[src/rtl/seq_shifter.sv]
// Iterative one-bit-per-cycle shifter with valid/ready request and response.
// Left logical, right logical or right arithmetic; result held until taken.
module seq_shifter #(
  parameter int WIDTH = 8,
  parameter int SHW   = 3
) (
  input  logic             clk,
  input  logic             rst,
  input  logic             in_valid,
  output logic             in_ready,
  input  logic [WIDTH-1:0] din,
  input  logic [SHW-1:0]   shamt,
  input  logic             LR,
  input  logic             AL,
  output logic             out_valid,
  input  logic             out_ready,
  output logic [WIDTH-1:0] dout,
  output logic             busy
);

  typedef enum logic [1:0] {
    IDLE,
    SHIFT,
    DONE
  } state_t;

  state_t           state;
  logic [WIDTH-1:0] work;
  logic [SHW-1:0]   count;
  logic             lr_q;
  logic             al_q;
  logic             fill;
  logic [WIDTH-1:0] step;
  logic             accept;
  logic             last;

  assign accept = in_valid & in_ready;
  assign last   = (count == SHW'(1));

  // One-position move of the work register under the latched command.
  always_comb begin
    fill = al_q & work[WIDTH-1];
    step = work;
    if (lr_q)
      step = {work[WIDTH-2:0], 1'b0};
    else
      step = {fill, work[WIDTH-1:1]};
  end

  always_ff @(posedge clk) begin
    if (rst) begin
      state     <= IDLE;
      work      <= '0;
      count     <= '0;
      lr_q      <= 1'b0;
      al_q      <= 1'b0;
      dout      <= '0;
      out_valid <= 1'b0;
      busy      <= 1'b0;
      in_ready  <= 1'b1;
    end else begin
      unique case (state)
        IDLE: begin
          if (accept) begin
            work     <= din;
            lr_q     <= LR;
            al_q     <= AL;
            busy     <= 1'b1;
            in_ready <= 1'b0;
            if (shamt == '0) begin
              state     <= DONE;
              dout      <= din;
              out_valid <= 1'b1;
            end else begin
              state <= SHIFT;
              count <= shamt;
            end
          end
        end
        SHIFT: begin
          work  <= step;
          count <= count - 1'b1;
          if (last) begin
            state     <= DONE;
            dout      <= step;
            out_valid <= 1'b1;
          end
        end
        DONE: begin
          if (out_ready) begin
            state     <= IDLE;
            out_valid <= 1'b0;
            busy      <= 1'b0;
            in_ready  <= 1'b1;
          end
        end
        default: begin
          state     <= IDLE;
          out_valid <= 1'b0;
          busy      <= 1'b0;
          in_ready  <= 1'b1;
        end
      endcase
    end
  end

endmodule

[config.mk]
export PLATFORM = sky130hd
export DESIGN_NAME = seq_shifter
export DESIGN_NICKNAME = d
export VERILOG_FILES = /design/src/rtl/seq_shifter.sv
export SDC_FILE = /design/constraint.sdc
export NUM_CORES = 1
export LEC_CHECK = 0
export ABC_AREA = 0
export BUFFER_PORTS_ARGS = -buffer_cell sky130_fd_sc_hd__buf_2
export CAP_MARGIN = 20
export CORE_ASPECT_RATIO = 1.4
export CORE_MARGIN = 5
export CORE_UTILIZATION = 36
export CTS_CLUSTER_DIAMETER = 150
export DETAILED_ROUTE_END_ITERATION = 6
export PLACE_DENSITY_LB_ADDON = 0.08
export SYNTH_ARGS = -nofsm -noshare
export SYNTH_HDL_FRONTEND = slang
export SYNTH_SLANG_ARGS = --single-unit
[constraint.sdc]
create_clock -name clk -period 1.6 [get_ports clk]
set_input_delay 0.08 -clock clk [delete_from_list [all_inputs] [get_ports clk]]
set_output_delay 0.08 -clock clk [all_outputs]
set_load 0.01 [all_outputs]
==> metrics.csv, run 1 <==
metric,value,unit
power_density,971,nW/um^2
core_area,3610,um^2
fmaxAchievable,675,MHz
crit_path_start_kind,flip-flop,
via_count,1131,
synthFlopType,dfxtp_1,
num_io_pins,28,
overflow,0,
synth_area_per_cell,9.40,um^2
syn-cell-area,1340,um^2
ir_drop,0.535,mV
arrival,1.65,ns
min_period_over_period,92.5,%
critical_path_class,reg2reg,
setup_viol,0,
max-slew-margin-rel,57.4,%
hold_path_class,in2reg,
first_pass_iters,4,
synth_seq_area_share,39.0,%
crit_required,1.77,ns
antenna_cells,0,
cts.htree.levels,1,
tightest_slew,0.639,ns
synth_edf_count,0,
area_delta_synth_final,22.1,%
synth_cell_types,33,
setup_tns,0,ns
clk_pin_slew,0.09,ns
wirelength,3.01,mm
globalplace.congestion,0.834,
grt_pass1_vias,1113,
ys_seq_elements,26,
grt_pass1_wl,4.99,mm
grt_setup_unrepaired,no,
cp_cell_sequence,"inv_1, ha_1, nand2b_1, a2bb2oi_2, buf_12, mux2_2",
nets,195,
holdWs,0.0572,ns
cts-buffers-inserted,3,
rows,26,
post-route-drc-count,0,
wire_per_inst,13.9,um
final.min_clock_period,1.48,ns
die_x,61.5,um
drive_above_1_share,32.6,%
via_per_inst,5.21,
synthCells,142,
yosysWarnings,0,
outcome,"finished, final reports clean",
cts_sinks,26,
cp_top_family,flip-flops,
start_util,37.0,%
io_buffers,27,
die_y,82.1,um
slowest_delay,0.34,ns
slowest_stage,dfxtp_1,
grtUsageTotal,12.9,%
cts_buffer_depth,2,
end_kind,flip-flop,
path_max_fanout,11,
hpwl,2.23,mm
hold_viol,0,
antenna_found_initial,0,
skew,0.00826,ns
cts-root-buf,clkbuf_8,
drt_iter0_drc,33,
dieArea,5040,um^2
antenna_left,0,
slew_violations,0,
grt_max_degree,35,
syn_nets,161,
cts_tree,built,
clk_latency,0.27,ns
worst-path-buf-inv,2,
synth-async-reset-ratio,0,%
cap_viol_max_count,0,
leakage,0.725,nW
synth_stat cells, types with 3 or more instances:
master / n / share of area [%]
nor3_1: 3 / 1.1
dfxtp_1: 26 / 39
a21o_1: 6 / 3.4
inv_1: 3 / 0.84
buf_2: 5 / 1.9
mux2_4: 5 / 5.6
buf_6: 3 / 2.5
mux2i_1: 8 / 6.0
nor2b_1: 7 / 3.3
nand2_1: 6 / 1.7
a21oi_1: 8 / 3.0
o21ai_0: 4 / 1.5
nand3_1: 3 / 1.1
nor2_1: 14 / 3.9
a211oi_1: 8 / 4.5
nand2b_1: 5 / 2.3
nor3b_1: 7 / 3.9
state kept, by name, summed over array words and instances, names as in the netlist, 2 cells and up:
signal / cells
work: 8
dout: 8
count: 3
state: 2
cell type report:
| type | instances | area [um^2] |
|---|---|---|
| Clock buffer | 4 | 55.1 |
| Multi-Input combinational cell | 102 | 744 |
| Inverter | 3 | 11.3 |
| Fill cell | 374 | 1980 |
| Tap cell | 42 | 52.6 |
| Timing Repair Buffer | 40 | 245 |
| Sequential cell | 26 | 522 |
per-stage QoR:
step | cell area, um^2 | std cells | utilization [%] | power (mW) | setup slack (ns)
final | 1630 | 217 | 45.1 | 1.58 | 0.119
after global routing | 1630 | 217 | 45.1 | 1.69 | 0.0164
after CTS | 1600 | 215 | 44.3 | 1.59 | 0.0448
after detailed placement | 1540 | 211 | 42.8 | 1.17 | 0.0495
after global placement | 1540 | 211 | 42.8 | 1.16 | 0.0617
after floorplan | 1340 | 142 | - | 1.04 | 0.129
cells by family after synthesis:
| group | Yosys count | share of synthesized area [%] |
|---|---|---|
| buffers and inverters | 14 | 6.37 |
| AND/OR/NAND/NOR | 50 | 21.2 |
| adder cells (fa/ha/maj) | 2 | 1.87 |
| multiplexers | 14 | 12.5 |
| AO/OA/AOI/OAI | 36 | 19.1 |
| flip-flops | 26 | 39.0 |
timing repair:
action	in CTS	in global routing
endpoints found under the setup margin	0	14
gates resized for setup	0	5
setup buffers	0	2
hold buffers	0	0
metal layers:
metal	part of all wire [%]	vias up	wire, um	GRT usage (%)
met3	4.3	4	129	2.04
li1	-	573	-	-
met4	1.1	0	33	4.03
met1	43	533	1290	14.9
met5	0	-	0	0
met2	52	21	1560	23.5
path summary, 6_finish.rpt:
kind	depth (start not counted)	slack [ns]	start	to
min reg2reg	2	0.46	dout[7]$_SDFFE_PP0P_	dout[7]$_SDFFE_PP0P_
min	3	0.06	AL	al_q$_SDFFE_PP0P_
max	6	0.12	count[1]$_SDFFE_PP0P_	dout[4]$_SDFFE_PP0P_
max reg2reg	6	0.12	count[1]$_SDFFE_PP0P_	dout[4]$_SDFFE_PP0P_
cells in the final DEF (no fill, tap or decap), types with 2 or more instances in the layout:
| cell type | n |
|---|---|
| mux2i_1 | 8 |
| ha_1 | 2 |
| nand2_1 | 6 |
| buf_2 | 27 |
| a211oi_2 | 2 |
| nand2b_1 | 5 |
| o211ai_1 | 2 |
| nor2b_1 | 6 |
| a21o_1 | 6 |
| buf_4 | 12 |
| nor3b_1 | 7 |
| mux2_4 | 5 |
| nand3_1 | 3 |
| dfxtp_1 | 25 |
| nand3b_1 | 2 |
| a211oi_1 | 6 |
| nor2_1 | 13 |
| o41ai_1 | 2 |
| inv_1 | 3 |
| o21ai_0 | 4 |
| a21oi_1 | 8 |
| nor3_1 | 3 |
| clkbuf_8 | 4 |
worst reg2reg max path, cell delays in order (launching register included):
cell       delay, ns
dfxtp_1         0.34
inv_1           0.06
ha_1            0.17
nand2b_1        0.12
a2bb2oi_2       0.20
buf_12          0.17
mux2_2          0.33
power breakdown:
part / internal, mW / switching, mW / leakage, nW
clock network: 0.220 / 0.200 / 0.0288
registers: 0.712 / 0.0495 / 0.214
logic: 0.201 / 0.201 / 0.482
total: 1.13 / 0.450 / 0.725
(Power assumes the default switching activity.)
==> run 2: changes to the inputs <==
==> constraint.sdc (replaced) <==
create_clock -name clk -period 1.5 [get_ports clk]
set_input_delay 0.075 -clock clk [delete_from_list [all_inputs] [get_ports clk]]
set_output_delay 0.075 -clock clk [all_outputs]
set_load 0.01 [all_outputs]
==> run 2 against run 1 <==
Count of clock-buffer cells in the layout down 1; register-to-register slack got worse by 0.08 ns; sequential cell count is the same.
==> metrics.csv, run 2 (synthesized netlist as in run 1, its figures left out) <==
metric,value,unit
antenna_found_initial,0,
wire_per_inst,14.0,um
met2WireLength,1.56,mm
power_density,972,nW/um^2
grt_max_degree,35,
tightest_slew,0.675,ns
clk_pin_slew,0.08,ns
grt_pass1_wl,4.89,mm
grt_setup_unrepaired,no,
total_power,1.68,mW
wirelength,3.09,mm
dieArea,5040,um^2
layout_commonest_cell,buf_2,
setup_slack,0.0421,ns
die_x,61.5,um
nets,199,
setup_viol,0,
ir_drop,0.663,mV
drt_iter0_drc,22,
cts.htree.levels,1,
first_pass_iters,4,
cts_buffer_depth,2,
overflow,0,
skew,0.00307,ns
dr_wl_met3,161,um
num_io_pins,28,
n_fill_cell,364,
crit_required,1.66,ns
ctsHoldBuffers,0,
grt_pass1_vias,1129,
placed_cell_area,1580,um^2
outcome,"finished, final reports clean",
final_cell_mix,"27 x buf_2, 22 x dfxtp_1, 14 x buf_4, 13 x nor2_1",
wl_met1,1.33,mm
clk_latency,0.27,ns
hold_path_class,in2reg,
globalplace.congestion,0.811,
max-slew-margin-rel,55.0,%
die_y,82.1,um
hpwl,2.19,mm
post-place-ws,-0.0467,ns
critical_path_class,reg2reg,
cap_viol_max_count,0,
via_count,1146,
grtUsageTotal,12.8,%
reg_top3,"dout: 8 flops, work: 8 flops, count: 3 flops",
drive_above_1_share,40.4,%
crit_path_start_kind,flip-flop,
highest_layer,met4,
min_period_over_period,97.2,%
setup_tns,0,ns
path_max_fanout,9,
cts-root-buf,clkbuf_8,
core_area,3610,um^2
fmaxAchievable,686,MHz
via_per_inst,5.21,
area_delta_synth_final,29.8,%
slew_violations,0,
post-route-cell-area,1730,um^2
leakage,0.763,nW
rows,26,
arrival,1.62,ns
cts_sinks,26,
io_buffers,27,
cts_tree,built,
finish.utilization,48.0,%
antenna_cells,0,
end_kind,flip-flop,
antenna_left,0,
post-route-drc-count,0,
start_util,37.0,%
final.min_clock_period,1.46,ns
cts-buffers-inserted,3,
hold_viol,0,
## run 2: changes by cell type in the layout (fill, tap and decap cells not counted), moves of 2 or more
cell / previous run / this run
buf_4: 12 / 14
dfxtp_1: 25 / 22
a211oi_1: 6 / 2
dfxtp_2: 1 / 3
a211oi_2: 2 / 6
## run 2: final cells by class
type / instances / area, um^2 / area share (%)
well taps: 42 / 52.6 / 3.03
multi-input cells: 102 / 795 / 45.8
clock buffers: 3 / 41.3 / 2.38
inverters: 3 / 11.3 / 0.650
repair buffers: 44 / 305 / 17.6
flip-flops and latches: 26 / 528 / 30.5
## run 2: worst paths after layout
check	startpoint	to	slack (ns)	cells past startpoint
max reg2reg	state[1]$_SDFFE_PP0P_	dout[5]$_SDFFE_PP0P_	0.04	4
min	AL	al_q$_SDFFE_PP0P_	0.05	3
min reg2reg	dout[7]$_SDFFE_PP0P_	dout[7]$_SDFFE_PP0P_	0.46	2
max	state[1]$_SDFFE_PP0P_	dout[5]$_SDFFE_PP0P_	0.04	4
## run 2: timing repair
item	in CTS	in global routing
buffers inserted	0	3
pin swaps	0	1
gates cloned	0	1
endpoints found under the setup margin	10	13
hold endpoints to repair	0	0
gates resized for setup	4	16
## run 2: where the power goes
group          switching (mW)  internal [mW]  leakage [nW]  total, mW
logic                   0.238          0.248         0.527      0.486
registers              0.0504          0.761         0.214      0.811
clock network           0.207          0.180        0.0216      0.387
total                   0.495           1.19         0.763       1.68
## run 2: worst max-delay path, cell delays in order (launching register included)
cell and delay (ns):
dfxtp_4 0.41, and4bb_2 0.27, a2bb2oi_4 0.21, clkbuf_16 0.18
mux2_4 0.29
## run 2: layer usage
metal	up-vias	track usage, %
li1	584	-
met1	530	15.1
met2	28	22.6
met3	4	2.20
met4	0	5.10
met5	-	0
## run 2: per-stage QoR
stage / hold WS (ns) / std cells
final: 0.0459 / 220
after global routing: 0.0574 / 220
after CTS: 0.0440 / 217
after detailed placement: 0.326 / 214
after global placement: 0.309 / 214
after floorplan: 0.212 / 142
==> run 3: changes to the inputs <==
--- a/config.mk
+++ b/config.mk
@@ -13,7 +13,9 @@
 export CORE_UTILIZATION = 36
 export CTS_CLUSTER_DIAMETER = 150
 export DETAILED_ROUTE_END_ITERATION = 6
+export HOLD_SLACK_MARGIN = 0.05
 export PLACE_DENSITY_LB_ADDON = 0.08
+export RECOVER_POWER = 25
 export SYNTH_ARGS = -nofsm -noshare
 export SYNTH_HDL_FRONTEND = slang
 export SYNTH_SLANG_ARGS = --single-unit
==> run 3 against run 2 <==
Fmax barely moved; cell count is 0.45% higher; combinational power is essentially flat; register-to-register slack about the same; worst hold slack improved by 0.025 ns; critical path depth unchanged; non-clock buffer count increased by 1; clock skew down 0.0015 ns; critical path type unchanged; clock power about the same; via count hardly changed.
==> metrics.csv, run 3 (synthesized netlist as in run 1, its figures left out) <==
metric,value,unit
setup_tns,0,ns
reg_top3,"dout: 8 flops, work: 8 flops, count: 3 flops",
fmaxAchievable,686,MHz
grt_pass1_wl,4.93,mm
first_pass_iters,4,
via_count,1145,
nets,200,
clk_pin_slew,0.08,ns
die_y,82.1,um
drive_above_1_share,35.2,%
start_util,37.0,%
ir_drop,0.663,mV
total_power,1.68,mW
cts_buffer_depth,2,
slowest_stage,dfxtp_4,
power_density,971,nW/um^2
antenna_left,0,
r2r_cells,4,
die_x,61.5,um
crit_path_start_kind,flip-flop,
post-route-drc-count,0,
leakage,0.729,nW
arrival,1.62,ns
cp_top_family,flip-flops,
cts-root-buf,clkbuf_8,
overflow,0,
grt_pass1_vias,1139,
cts-buffers-inserted,3,
hold_depth,3,
dieArea,5040,um^2
hold_path_class,in2reg,
max-slew-margin-rel,54.9,%
antenna_found_initial,0,
num_io_pins,28,
grtUsageTotal,13.0,%
layout_commonest_cell,dfxtp_1,
hold_start,out_ready,
crit_required,1.66,ns
wirelength,3.13,mm
min_period_over_period,97.3,%
cts_sinks,26,
outcome,"finished, final reports clean",
via_per_inst,5.18,
grt_max_degree,35,
setup_slack,0.0412,ns
final_cell_mix,"22 x dfxtp_1, 18 x buf_2, 14 x buf_4, 13 x nor2_1, 9 x clkbuf_1",
grt_setup_unrepaired,no,
wire_per_inst,14.2,um
rr_startpoint,state[1]$_SDFFE_PP0P_,
hold_viol,0,
clk_latency,0.26,ns
path_depth,4,
post-place-ws,-0.0467,ns
core_area,3610,um^2
antenna_cells,0,
worstSetupStartpoint,state[1]$_SDFFE_PP0P_,
slew_violations,0,
area_delta_synth_final,29.7,%
setup_viol,0,
drt_iter0_drc,23,
slowest_delay,0.41,ns
tightest_slew,0.677,ns
cp_cell_sequence,"and4bb_2, a2bb2oi_4, clkbuf_16, mux2_4",
worst-path-buf-inv,1,
cts.htree.levels,1,
skew,0.00158,ns
globalplace.congestion,0.811,
io_buffers,27,
rows,26,
cts_tree,built,
hpwl,2.19,mm
critical_path_class,reg2reg,
path_max_fanout,9,
final.min_clock_period,1.46,ns
end_kind,flip-flop,
cap_viol_max_count,0,
## run 3: cell types whose count changed in the layout (fill, tap and decap cells not counted), sizes merged
cell,before,now
dlygate4sd3,0,1
buf,43,34
clkbuf,4,13
## run 3: tightest hold or removal path, stage by stage
cell and delay, ns:
buf_2 0.10, o32ai_1 0.07, nand2b_1 0.06
## run 3: layer usage
metal | wire [um] | vias to the layer above | GRT usage [%]
met5 | 0 | - | 0
met4 | 21 | 0 | 5.10
met3 | 140 | 2 | 2.20
met2 | 1600 | 19 | 23.0
met1 | 1370 | 537 | 15.1
li1 | - | 587 | -
## run 3: cell type report
class / instances / area, um^2
timing repair buffer: 45 / 304
sequential: 26 / 528
fill: 368 / 1880
inverter: 3 / 11.3
multi-input combinational: 102 / 795
tap: 42 / 52.6
clock buffer: 3 / 41.3
## run 3: what timing repair did
action                                  4_1_cts  5_1_grt
endpoints found under the setup margin       10       13
cloned                                        0        1
hold endpoints to repair                      1        0
pin swaps                                     0        1
hold buffers                                  1        0
buffers inserted                              0        3
gates resized for setup                       4       16
## run 3: final timing paths
path	slack (ns)	end
worst max-delay path	0.04	dout[5]$_SDFFE_PP0P_
worst min-delay path	0.07	in_ready$_SDFFE_PP1P_
worst max register to register	0.04	dout[5]$_SDFFE_PP0P_
worst min register to register	0.47	dout[7]$_SDFFE_PP0P_
## run 3: power breakdown
group | switching [mW] | internal [mW] | leakage (nW)
sequential | 0.0507 | 0.761 | 0.214
combinational | 0.239 | 0.247 | 0.493
clock | 0.205 | 0.180 | 0.0216
total | 0.495 | 1.19 | 0.729
## run 3: metrics by stage
step,instances,hold slack (ns),utilization [%],area [um^2]
after global routing,221,0.0572,48.0,1730
final,221,0.0708,48.0,1730
after CTS,218,0.0624,45.5,1640
after global placement,214,0.309,43.7,1580
after detailed placement,214,0.326,43.7,1580
after floorplan,142,0.212,-,1340
